$ cat config.mk
export PLATFORM = sky130hd
export DESIGN_NAME = alu_mc
export DESIGN_NICKNAME = d
export VERILOG_FILES = /design/src/rtl/alu_pkg.sv /design/src/rtl/alu_mul_iter.sv /design/src/rtl/alu_mc.sv
export SDC_FILE = /design/constraint.sdc
export NUM_CORES = 1
export LEC_CHECK = 0
export CAP_MARGIN = 25
export CORE_MARGIN = 5
export CORE_UTILIZATION = 50
export CTS_BUF_LIST = sky130_fd_sc_hd__clkbuf_4 sky130_fd_sc_hd__clkbuf_8
export DETAILED_ROUTE_END_ITERATION = 8
export HOLD_SLACK_MARGIN = 0.02
export PLACE_DENSITY = 0.7
export SETUP_SLACK_MARGIN = 0.02
export SKIP_CTS_REPAIR_TIMING = 1
export SLEW_MARGIN = 20
export SYNTH_ARGS = -nofsm -noshare
export SYNTH_HDL_FRONTEND = slang
export SYNTH_SLANG_ARGS = --single-unit
$ cat constraint.sdc
create_clock -name clk_i -period 11.2 [get_ports clk_i]
set_input_delay 2.24 -clock clk_i [delete_from_list [all_inputs] [get_ports clk_i]]
set_output_delay 2.24 -clock clk_i [all_outputs]
set_load 0.05 [all_outputs]
$ cat src/rtl/alu_pkg.sv
`default_nettype none
// ============================================================================
//  Module   : alu_pkg
//  Purpose  : Shared definitions for the multi-cycle ALU: opcode encodings,
//             controller state encoding and the default datapath width.
//  Ports    : none (package)
//  Revision : 1.0  initial release
// ============================================================================
package alu_pkg;

   localparam int DEF_WIDTH = 32;

   localparam logic [3:0] OP_OR   = 4'b0000;
   localparam logic [3:0] OP_AND  = 4'b0001;
   localparam logic [3:0] OP_ADD  = 4'b0010;
   localparam logic [3:0] OP_SUB  = 4'b0011;
   localparam logic [3:0] OP_MUL  = 4'b0100;
   localparam logic [3:0] OP_ADDI = 4'b0101;
   localparam logic [3:0] OP_LD   = 4'b0110;
   localparam logic [3:0] OP_SD   = 4'b0111;
   localparam logic [3:0] OP_BEQ  = 4'b1000;

   typedef enum logic [1:0] {
      ST_IDLE = 2'd0,
      ST_MUL  = 2'd1,
      ST_DONE = 2'd2
   } state_t;

endpackage : alu_pkg
`default_nettype wire

$ cat src/rtl/alu_mul_iter.sv
`default_nettype none
// ============================================================================
//  Module   : alu_mul_iter
//  Purpose  : Iterative shift-add multiplier returning the low WIDTH bits of
//             A*B, retiring MUL_BPC multiplier bits per clock.
//  Ports    : clk_i, rst_i (async, active-low)
//             i_start  - load operands and clear accumulator/counter
//             i_a,i_b  - multiplicand / multiplier
//             o_result - accumulator value including this cycle's step
//             o_done   - high during the final step; o_result is then final
//  Revision : 1.0  initial release
// ============================================================================
module alu_mul_iter #(
   parameter int WIDTH   = 32,
   parameter int MUL_BPC = 1
) (
   input  logic             clk_i,
   input  logic             rst_i,
   input  logic             i_start,
   input  logic [WIDTH-1:0] i_a,
   input  logic [WIDTH-1:0] i_b,
   output logic [WIDTH-1:0] o_result,
   output logic             o_done
);

   localparam int STEPS = WIDTH / MUL_BPC;
   localparam int CNT_W = $clog2(STEPS + 1);

   logic [WIDTH-1:0] r_acc;
   logic [WIDTH-1:0] r_a;
   logic [WIDTH-1:0] r_b;
   logic [CNT_W-1:0] r_cnt;
   logic             r_busy;

   logic [WIDTH-1:0] w_digit;
   logic [WIDTH-1:0] w_part;
   logic [WIDTH-1:0] w_acc_next;
   logic             w_last;

   // The multiplicand is pre-shifted each step instead of shifting the
   // partial product by cnt*MUL_BPC; the sum is identical.
   assign w_digit    = WIDTH'(r_b[MUL_BPC-1:0]);
   assign w_part     = r_a * w_digit;
   assign w_acc_next = r_acc + w_part;
   assign w_last     = r_busy && (r_cnt == CNT_W'(STEPS - 1));

   assign o_result = w_acc_next;
   assign o_done   = w_last;

   always_ff @(posedge clk_i or negedge rst_i) begin
      if (!rst_i) begin
         r_acc  <= '0;
         r_a    <= '0;
         r_b    <= '0;
         r_cnt  <= '0;
         r_busy <= 1'b0;
      end else if (i_start) begin
         r_acc  <= '0;
         r_a    <= i_a;
         r_b    <= i_b;
         r_cnt  <= '0;
         r_busy <= 1'b1;
      end else if (r_busy) begin
         r_acc <= w_acc_next;
         r_a   <= r_a << MUL_BPC;
         r_b   <= r_b >> MUL_BPC;
         r_cnt <= r_cnt + CNT_W'(1);
         if (w_last) begin
            r_busy <= 1'b0;
         end
      end
   end

endmodule : alu_mul_iter
`default_nettype wire

$ cat src/rtl/alu_mc.sv
`default_nettype none
// ============================================================================
//  Module   : alu_mc
//  Purpose  : Multi-cycle ALU with valid/ready handshakes on both sides.
//             Single-cycle ops register their result at the handshake edge;
//             MUL runs through the iterative multiplier.
//  Ports    : clk_i, rst_i (async, active-low)
//             valid_i/ready_o            - request handshake
//             data1_i, data2_i, control_i - operands and opcode
//             valid_o/ready_i            - result handshake
//             data_o, zero_o, ovf_o      - result and flags
//  Revision : 1.0  initial release
// ============================================================================
module alu_mc
   import alu_pkg::*;
#(
   parameter int WIDTH   = DEF_WIDTH,
   parameter int MUL_BPC = 1
) (
   input  logic             clk_i,
   input  logic             rst_i,
   input  logic             valid_i,
   output logic             ready_o,
   input  logic [WIDTH-1:0] data1_i,
   input  logic [WIDTH-1:0] data2_i,
   input  logic [3:0]       control_i,
   output logic             valid_o,
   input  logic             ready_i,
   output logic [WIDTH-1:0] data_o,
   output logic             zero_o,
   output logic             ovf_o
);

   state_t           r_state;
   state_t           w_state_next;
   logic             w_hs;
   logic             w_is_mul;
   logic             w_mul_start;
   logic             w_mul_done;
   logic [WIDTH-1:0] w_mul_res;

   logic [WIDTH-1:0] w_sum;
   logic [WIDTH-1:0] w_diff;
   logic [WIDTH-1:0] w_res;
   logic             w_known;
   logic             w_zero;
   logic             w_ovf;

   logic [WIDTH-1:0] r_data;
   logic             r_zero;
   logic             r_ovf;

   assign w_hs     = valid_i && ready_o;
   assign w_is_mul = (control_i == OP_MUL);

   // ---------------- controller ----------------
   always_ff @(posedge clk_i or negedge rst_i) begin
      if (!rst_i) begin
         r_state <= ST_IDLE;
      end else begin
         r_state <= w_state_next;
      end
   end

   always_comb begin
      w_state_next = r_state;
      w_mul_start  = 1'b0;
      ready_o      = 1'b0;
      valid_o      = 1'b0;
      case (r_state)
         ST_IDLE: begin
            ready_o = 1'b1;
            if (valid_i) begin
               if (w_is_mul) begin
                  w_state_next = ST_MUL;
                  w_mul_start  = 1'b1;
               end else begin
                  w_state_next = ST_DONE;
               end
            end
         end
         ST_MUL: begin
            if (w_mul_done) begin
               w_state_next = ST_DONE;
            end
         end
         ST_DONE: begin
            valid_o = 1'b1;
            if (ready_i) begin
               w_state_next = ST_IDLE;
            end
         end
         default: w_state_next = ST_IDLE;
      endcase
   end

   // ---------------- single-cycle datapath ----------------
   assign w_sum  = data1_i + data2_i;
   assign w_diff = data1_i - data2_i;

   always_comb begin
      w_res   = '0;
      w_known = 1'b1;
      w_ovf   = 1'b0;
      case (control_i)
         OP_OR:  w_res = data1_i | data2_i;
         OP_AND: w_res = data1_i & data2_i;
         OP_ADD, OP_ADDI, OP_LD, OP_SD: begin
            w_res = w_sum;
            w_ovf = (data1_i[WIDTH-1] == data2_i[WIDTH-1]) &&
                    (w_sum[WIDTH-1]   != data1_i[WIDTH-1]);
         end
         OP_SUB, OP_BEQ: begin
            w_res = w_diff;
            w_ovf = (data1_i[WIDTH-1] != data2_i[WIDTH-1]) &&
                    (w_diff[WIDTH-1]  != data1_i[WIDTH-1]);
         end
         default: w_known = 1'b0;
      endcase
      // Unknown opcodes report zero_o=0 even though their result is 0.
      if (control_i == OP_BEQ) begin
         w_zero = (data1_i == data2_i);
      end else begin
         w_zero = w_known && (w_res == '0);
      end
   end

   alu_mul_iter #(
      .WIDTH   (WIDTH),
      .MUL_BPC (MUL_BPC)
   ) u_mul (
      .clk_i    (clk_i),
      .rst_i    (rst_i),
      .i_start  (w_mul_start),
      .i_a      (data1_i),
      .i_b      (data2_i),
      .o_result (w_mul_res),
      .o_done   (w_mul_done)
   );

   // Result registers only load on capture events, so they hold through
   // DONE backpressure and keep their value after returning to IDLE.
   always_ff @(posedge clk_i or negedge rst_i) begin
      if (!rst_i) begin
         r_data <= '0;
         r_zero <= 1'b0;
         r_ovf  <= 1'b0;
      end else if ((r_state == ST_IDLE) && w_hs && !w_is_mul) begin
         r_data <= w_res;
         r_zero <= w_zero;
         r_ovf  <= w_ovf;
      end else if ((r_state == ST_MUL) && w_mul_done) begin
         r_data <= w_mul_res;
         r_zero <= (w_mul_res == '0);
         r_ovf  <= 1'b0;
      end
   end

   assign data_o = r_data;
   assign zero_o = r_zero;
   assign ovf_o  = r_ovf;

endmodule : alu_mc
`default_nettype wire
==> results of run 1 <==
-- worst paths after layout --
| check | startpoint | endpoint | cells after the start |
|---|---|---|---|
| setup reg to reg | u_mul.r_busy | zero_o | 12 |
| setup / recovery | data1_i[7] | zero_o | 14 |
| hold / removal | data_o[20] | data_o[20] | 2 |
| hold reg to reg | data_o[20] | data_o[20] | 2 |
| max in group asynchronous | rst_i | u_mul.r_b[17] | 3 |
| min in group asynchronous | rst_i | u_mul.r_cnt[2] | 1 |
-- flip-flops by register name, summed over array words and instances, names as in the netlist --
name	count
u_mul.r_busy	1
u_mul.r_b	32
data_o	32
u_mul.r_cnt	6
u_mul.r_acc	32
u_mul.r_a	32
zero_o	1
r_state	2
ovf_o	1
-- per-stage QoR --
| step | setup slack (ps) | area [sq um] | util |
|---|---|---|---|
| 2_1_floorplan | 6060 | 13200 | - |
| 3_3_place_gp | 4580 | 14500 | 0.557 |
| 3_5_place_dp | 4590 | 14500 | 0.557 |
| 4_1_cts | 5080 | 14800 | 0.571 |
| 5_1_grt | 4820 | 14900 | 0.572 |
| 6_report | 5060 | 14900 | 0.572 |
-- per-layer routing --
metal,vias up,GRT usage
met4,0,0.0899
met3,96,0.0535
met2,560,0.474
met5,-,0
met1,6338,0.443
li1,6145,-
-- area by class of cell --
cell class	count	area [sq um]	share of cell area
clock inverter	15	146	0.00985
timing repair buffer	121	1200	0.0805
sequential	139	3480	0.234
tap	335	419	0.0282
inverter	108	405	0.0273
clock buffer	17	234	0.0157
multi-input combinational	1326	8980	0.604
-- power by group through the flow --
stage | Sequential (mW) | Combinational (mW) | Clock, mW
3_3_place_gp | 0.725 | 0.828 | 0
6_report | 0.722 | 0.848 | 0.425
5_1_grt | 0.736 | 0.918 | 0.455
3_5_place_dp | 0.729 | 0.835 | 0
2_1_floorplan | 0.788 | 0.476 | 0
4_1_cts | 0.720 | 0.838 | 0.429
-- cells in the mapped netlist, types with 19 or more instances --
library cell / instances
sky130_fd_sc_hd__nand3_1: 41
sky130_fd_sc_hd__xnor2_1: 25
sky130_fd_sc_hd__mux2i_1: 93
sky130_fd_sc_hd__o31ai_1: 20
sky130_fd_sc_hd__o21ai_0: 139
sky130_fd_sc_hd__inv_1: 107
sky130_fd_sc_hd__ha_1: 132
sky130_fd_sc_hd__dfrtp_1: 139
sky130_fd_sc_hd__nor2_1: 157
sky130_fd_sc_hd__o211ai_1: 20
sky130_fd_sc_hd__nand2_1: 155
sky130_fd_sc_hd__clkbuf_1: 75
sky130_fd_sc_hd__nor3_1: 30
sky130_fd_sc_hd__a211oi_1: 20
sky130_fd_sc_hd__o221ai_1: 19
sky130_fd_sc_hd__a21oi_1: 129
sky130_fd_sc_hd__and2_1: 41
-- cells by family (layout without fill, tap and decap cells) --
family          count (synthesis)  in the layout  share of synthesized area
buf+inv                       198            261                     0.0571
flops                         139            139                      0.264
simple gates                  544            544                      0.196
compound gates                515            515                      0.256
xor+xnor                       39             39                     0.0259
fa+ha+maj                     135            135                      0.130
mux                            93             93                     0.0706
-- worst register-to-register path, cell delays in order, from the launching register on --
cell                       delay, ps
sky130_fd_sc_hd__dfrtp_4        1080
sky130_fd_sc_hd__inv_2           450
sky130_fd_sc_hd__nor4_1          460
sky130_fd_sc_hd__nand3b_1        120
sky130_fd_sc_hd__buf_4           270
sky130_fd_sc_hd__or4_1           460
sky130_fd_sc_hd__or4_1           400
sky130_fd_sc_hd__nor4_1          260
sky130_fd_sc_hd__nand4_1         150
sky130_fd_sc_hd__nor4_1          440
sky130_fd_sc_hd__nand3b_1        140
sky130_fd_sc_hd__nor4b_1         560
sky130_fd_sc_hd__a31o_1          210
==> summary.md, run 1 <==
The run finished with clean final reports. The worst-case IR drop observed on VDD is 124 uV. Synthesis handed over a netlist of 1663 instances.

The worst stage delay on the critical path is 640 ps. The net count of the mapped netlist came out at 1870. The routed design uses 3890 microns of met3 wire. Cell occurring most often along the worst timing path: sky130_fd_sc_hd__nand4_1. The tools report the via count of the first global-routing pass as 12500. Setup violations remaining at the end of the flow were counted as 0. For this run the aggregate overflow at the end of global routing stands at 0.

The proportion of total power due to net switching was 0.452; the sum of buffers and inverters on the critical path was 2. Number of H-tree branching levels: 4. For this block, the routed nets add up to 46200 microns of wire. The detail route stage leaves a number of antenna-violating nets equal to 0. The tools report the number of violations reported at the end of detailed-routing iteration 0 as 1530. After the last flow step, the layout net total stands at 1920. The share of final-layout standard cells stronger than drive strength 1 was 0.0475; the first-pass GRT wire length was 71300 microns. The detailed placer's ending HPWL was 35000 microns; the fraction of post-synthesis cell area in the top cell type by area was 0.264.

The headroom to the max-slew limit is 0.323, and the total of warnings raised by yosys is 0. At the pin with the least slew margin, the transition time is 1010 ps. In this run the worst hold path is classified as reg2reg.

0 antenna diodes ended up in the layout. For the final database, setup skew stands at 19.3 ps. Buffers placed on the I/O ports in this run total 107. The region available for standard cell placement spans 0.0260 sq mm. The longest clock path from root to sink contains 2 buffers. For the number of slew-limit violations in the final report, the log shows 0.

Post-synthesis instance area: 0.0132 sq mm. The sequential fraction of design power was 0.362; the detail-routed net length per standard cell was 22.4 microns. The area growth from synthesis to layout is 12.8%.

The I/O pin total came out at 108. Portion of total power attributed to combinational logic: 0.425. The most common library cell in the layout ignoring fill and taps was sky130_fd_sc_hd__nor2_1. Based on the critical path, the design can be clocked at up to 0.163 GHz. The number of endpoints with negative hold slack in the final report is 0, and the final standard cell count with taps included and fillers excluded is 2061.

Walking the worst path, the cells encountered are clkdlybuf4s50_1 -> inv_1 -> ha_1 -> or4_1 -> a211oi_2 -> or3_1 -> a21oi_1 -> a221o_1 -> a221oi_1 -> nand4_1 -> nor4_1 -> nand4_1 -> nand2_1 -> a31o_1. The die outline area came out at 0.0297 sq mm. Cell class contributing the biggest share of worst-path delay: simple AND/OR/NAND/NOR gates.

For this design the total switching power over the nets is 0.901 mW. Kind of capture point of the worst setup path: a flip-flop. The tools report the leakage component of the power as 6.54 nW. The netlist uses 77 different library cells. Routability-driven placement finished with a final weighted congestion of 0.956. In this run the power density over the cells is 134 mW/mm^2. The highest metal layer carrying signal wires in the routed design is met4. The run gives 0 as the number of max-capacitance violations reported.

At the worst endpoint, the required time is 11630 ps. Along the worst path, the maximum fanout reaches 12. The async set-reset flop share out of synthesis is 1.00.

The final hold slack is 511 ps, and the final critical-path required period is 6140 ps. In the synthesized netlist the dominant register cell turns out to be sky130_fd_sc_hd__dfrtp_1. Setup repair after global routing left no endpoint under its margin. The die height came out at 172 microns. The internal power of the cells totals 1.09 mW. The final sum of negative setup slack is 0 ps.

Slowest cell on the critical path: sky130_fd_sc_hd__or4_1. The count of clock tree sinks is 139, and the count of standard-cell rows is 59. For the pin count of the biggest net entering global routing, the log shows 93. For the sequential cell area fraction in the yosys report, the log shows 0.264. Critical path start-end classification: in2reg.

The total track usage is 0.307, and the met1 wire length is 20800 microns. After synthesis, the mean cell area works out to 7.93 sq um. Fill cells in the final layout number 2462. Clock network power share: 0.213. The clock root buffer master is sky130_fd_sc_hd__clkbuf_8. The run gives 0 as the DRC violation count after routing.

Leaving out fill and tap cells, the most frequent cells in the layout are sky130_fd_sc_hd__nor2_1, sky130_fd_sc_hd__nand2_1, sky130_fd_sc_hd__o21ai_0, sky130_fd_sc_hd__dfrtp_1, sky130_fd_sc_hd__ha_1. Final period utilization: 0.548. The number of buffers inserted during clock tree synthesis was 17. The tools report the cell count after placement as 2028. After clock tree synthesis, the clock-pin slew on the worst setup and hold paths is 100 ps. The synthesized flop and latch total works out to 139. The initial cell density of the core was 0.507. By area the synthesized netlist is led by sky130_fd_sc_hd__dfrtp_1, sky130_fd_sc_hd__ha_1, sky130_fd_sc_hd__mux2i_1. The later pin in the worst-skew pair is clocked with a latency of 480 ps. The kind of start point of the critical path is an input port. Wire segments on met2 add up to 20200 microns in the final route. The worst reg-to-reg setup slack was 6150 ps. Summed over all instances, the cell type with the most area after synthesis is sky130_fd_sc_hd__dfrtp_1. Routed via count: 13100.

The overall power is 2.00 mW. TritonCTS built the clock tree. Number of antenna violations at the first check in global routing: 0. The horizontal die dimension works out to 172 microns.

Dividing the detail-routed via count by the number of cells gives 6.38. Counting flops with a built-in enable in the synthesized netlist gives 0. The iteration count of the initial detailed-routing pass is 6. The worst endpoint data arrival time was 6560 ps.
Power figures use the tool's default switching activity.
==> run 2: changes to the inputs <==
==> constraint.sdc (replaced) <==
create_clock -name clk_i -period 6.3 [get_ports clk_i]
set_input_delay 1.26 -clock clk_i [delete_from_list [all_inputs] [get_ports clk_i]]
set_output_delay 1.26 -clock clk_i [all_outputs]
set_load 0.05 [all_outputs]
==> run 2 against run 1 <==
Net effect:
- worst setup slack got worse by 4000 ps
- final cell count rose by 0.49%
- non-clock buffer count rose by 10
- sequential share of layout area fell by 0.12 points
- sequential cell count did not move
- register-to-register slack got worse by 4500 ps
- clock power rose by 87%
- core utilization rose by 0.30 points
- clock skew rose by 3.6 ps
- wire length rose by 1.7%
- total power rose by 81%
- first-iteration DRC count rose by 1.8%
- critical path type unchanged
- critical endpoint unchanged
- highest routed layer is now met5
==> summary.md, run 2 (synthesized netlist as in run 1, its figures left out) <==
Measured along the x axis, the die boundary spans 172 microns. The floorplan has 59 rows. Counting the buffers created by CTS gives 17. Setup repair after global routing left no endpoint under its margin.

STA classifies the critical path startpoint as an input port. The run gives 7 as the iteration count of the initial detailed-routing pass. Worst min-delay path class: reg2reg.

The later pin in the worst-skew pair is clocked with a latency of 480 ps. The kind of capture point of the worst setup path is a flip-flop. In this run the worst path has a maximum fanout of 12. Using the TritonRoute via totals, the vias-per-cell ratio works out to 6.43.

The die is 172 microns tall. The root buffer cell chosen for the clock tree is sky130_fd_sc_hd__clkbuf_8. The tools report the pin count of the biggest net entering global routing as 93. In this run the critical register-to-register path is captured at zero_o. The run gives 0.575 as the final core utilization.

Pin placement for this block handled 108 I/O pins. The number of cell instances on the worst register-to-register path works out to 15. Final hold analysis gives a worst-case slack of 514 ps. The area of the core is 0.0260 sq mm, and the worst reg-to-reg setup slack is 1700 ps. The total track usage is 0.311. The worst stage delay on the critical path came out at 640 ps.

After clock tree synthesis, the clock-pin slew on the worst setup and hold paths is 100 ps. In this run the deepest clock path goes through 2 buffers. The start point of the critical path is data1_i[7]. The tools report the die outline area as 0.0297 sq mm.

The critical path start-end classification is in2reg. TritonCTS built the clock tree. The worst endpoint data arrival time is 5640 ps, and the number of violations reported at the end of detailed-routing iteration 0 is 1557. The most common library cell in the layout ignoring fill and taps is sky130_fd_sc_hd__nor2_1. Leaving out fill and tap cells, the most frequent cells in the layout are sky130_fd_sc_hd__nor2_1, sky130_fd_sc_hd__nand2_1, sky130_fd_sc_hd__o21ai_0, sky130_fd_sc_hd__dfrtp_1, sky130_fd_sc_hd__ha_1. In this run the critical register-to-register path is launched from u_mul.r_b[0].

At the pin with the least slew margin, the transition time is 987 ps. First-pass GRT wire length: 71700 microns. The worst hold path begins at ovf_o. The run gives 0 as the number of endpoints with negative hold slack in the final report. Based on the critical path, the design can be clocked at up to 0.191 GHz. For this run, design rule violations remaining after detail routing come to 0. The final antenna diode count was 0; the final period utilization was 0.830. The synthesis-to-finish area growth works out to 13.4%. Traced cell by cell, the critical path runs through clkdlybuf4s50_1 -> inv_1 -> ha_1 -> or4_1 -> a211oi_2 -> or3_1 -> a21oi_1 -> a221o_1 -> a221oi_1 -> nand4_1 -> nor4_1 -> nand4_1 -> nand2_1 -> a31o_1.

For the number of H-tree branching levels, the log shows 4. Power comes to 3.61 mW. Worst clock skew: 22.8 ps. The count of clock tree sinks came out at 139.

Wires add up to 47000 microns. The tools report the initial cell density of the core as 0.507. The detailed router placed 13300 vias in this run. After legalization and detailed placement, the total HPWL measured 35700 microns. The number of slew-limit violations in the final report is 0. The share of final-layout standard cells stronger than drive strength 1 was 0.0530; the largest vdd supply drop was 225 uV. The power per cell area came out at 241 mW/mm^2. Counting the fill cells in the layout gives 2451. For this design, the slowest cell found on the critical path is sky130_fd_sc_hd__or4_1. The number of antenna violations at the first check in global routing is 2. Setup violations remaining at the end of the flow were counted as 0. Final sum of negative setup slack: 0 ps.

The flow ran to the end, and the final reports show no timing, DRC or antenna violations. The leakage component of the power was 6.59 nW; the final net count was 1930. The count of input and output buffers works out to 107. The cell that appears most often on the critical path is sky130_fd_sc_hd__nand4_1.

Across the run, the number of max-cap violations was 0. For the finished layout, the period the worst path requires is 5230 ps. The remaining global-route overflow was 0; the final RePlAce weighted congestion was 1.03. For the headroom to the max-slew limit, the log shows 0.340. The capture point of the worst path was zero_o. Data on the critical path is required at its endpoint by 6710 ps. After detailed routing, the average wire length per cell comes to 22.7 microns.

Along the worst hold path, the cell count comes to 2. In this run the remaining antenna-violating nets after routing total 0. Via count of the first global-routing pass: 12500.
run 2: cell types whose count changed in the layout (fill, tap and decap cells not counted), sizes merged:
cell and change:
clkinv -2, buf +10, inv -1, clkinvlp +1, bufinv +1, clkbuf +1
run 2: layout make-up:
type,count,area [sq um],area share
Inverter,108,405,0.0271
Multi-Input combinational cell,1326,8980,0.601
Sequential cell,139,3480,0.233
Timing Repair Buffer,131,1260,0.0846
Tap cell,335,419,0.0280
Clock inverter,14,149,0.00996
Clock buffer,18,248,0.0166
run 2: worst max-delay path: cells and delay by family:
kind / cells / cell delay [ps]
and+or+nand+nor: 6 / 1610
AOI/OAI and AO/OA: 5 / 1680
adders and majority gates: 1 / 470
buffers and inverters: 2 / 610
run 2: where the power goes:
group          internal (mW)  total, mW  switching [mW]
Clock                  0.340      0.794           0.454
Combinational          0.568       1.57            1.00
Sequential              1.09       1.24           0.148
Total                   2.00       3.61            1.60
run 2: how the worst min path moves through the flow:
stage / end
after detailed placement: ovf_o
final: ovf_o
after global placement: ovf_o
after CTS: ovf_o
after global routing: ovf_o
after floorplan: u_mul.r_b[31]
run 2: routing by layer:
metal	vias up	wire, microns	global-route usage
met5	-	9	0
met4	2	1060	0.0714
met3	81	4080	0.0441
met2	642	20700	0.485
met1	6418	21100	0.457
li1	6169	-	-
run 2: metrics by stage:
stage,setup WS (ps),instances,area (sq um)
2_1_floorplan,2140,1663,13200
3_3_place_gp,689,2039,14600
3_5_place_dp,672,2039,14600
4_1_cts,1160,2071,14900
5_1_grt,839,2071,14900
6_report,1070,2071,14900
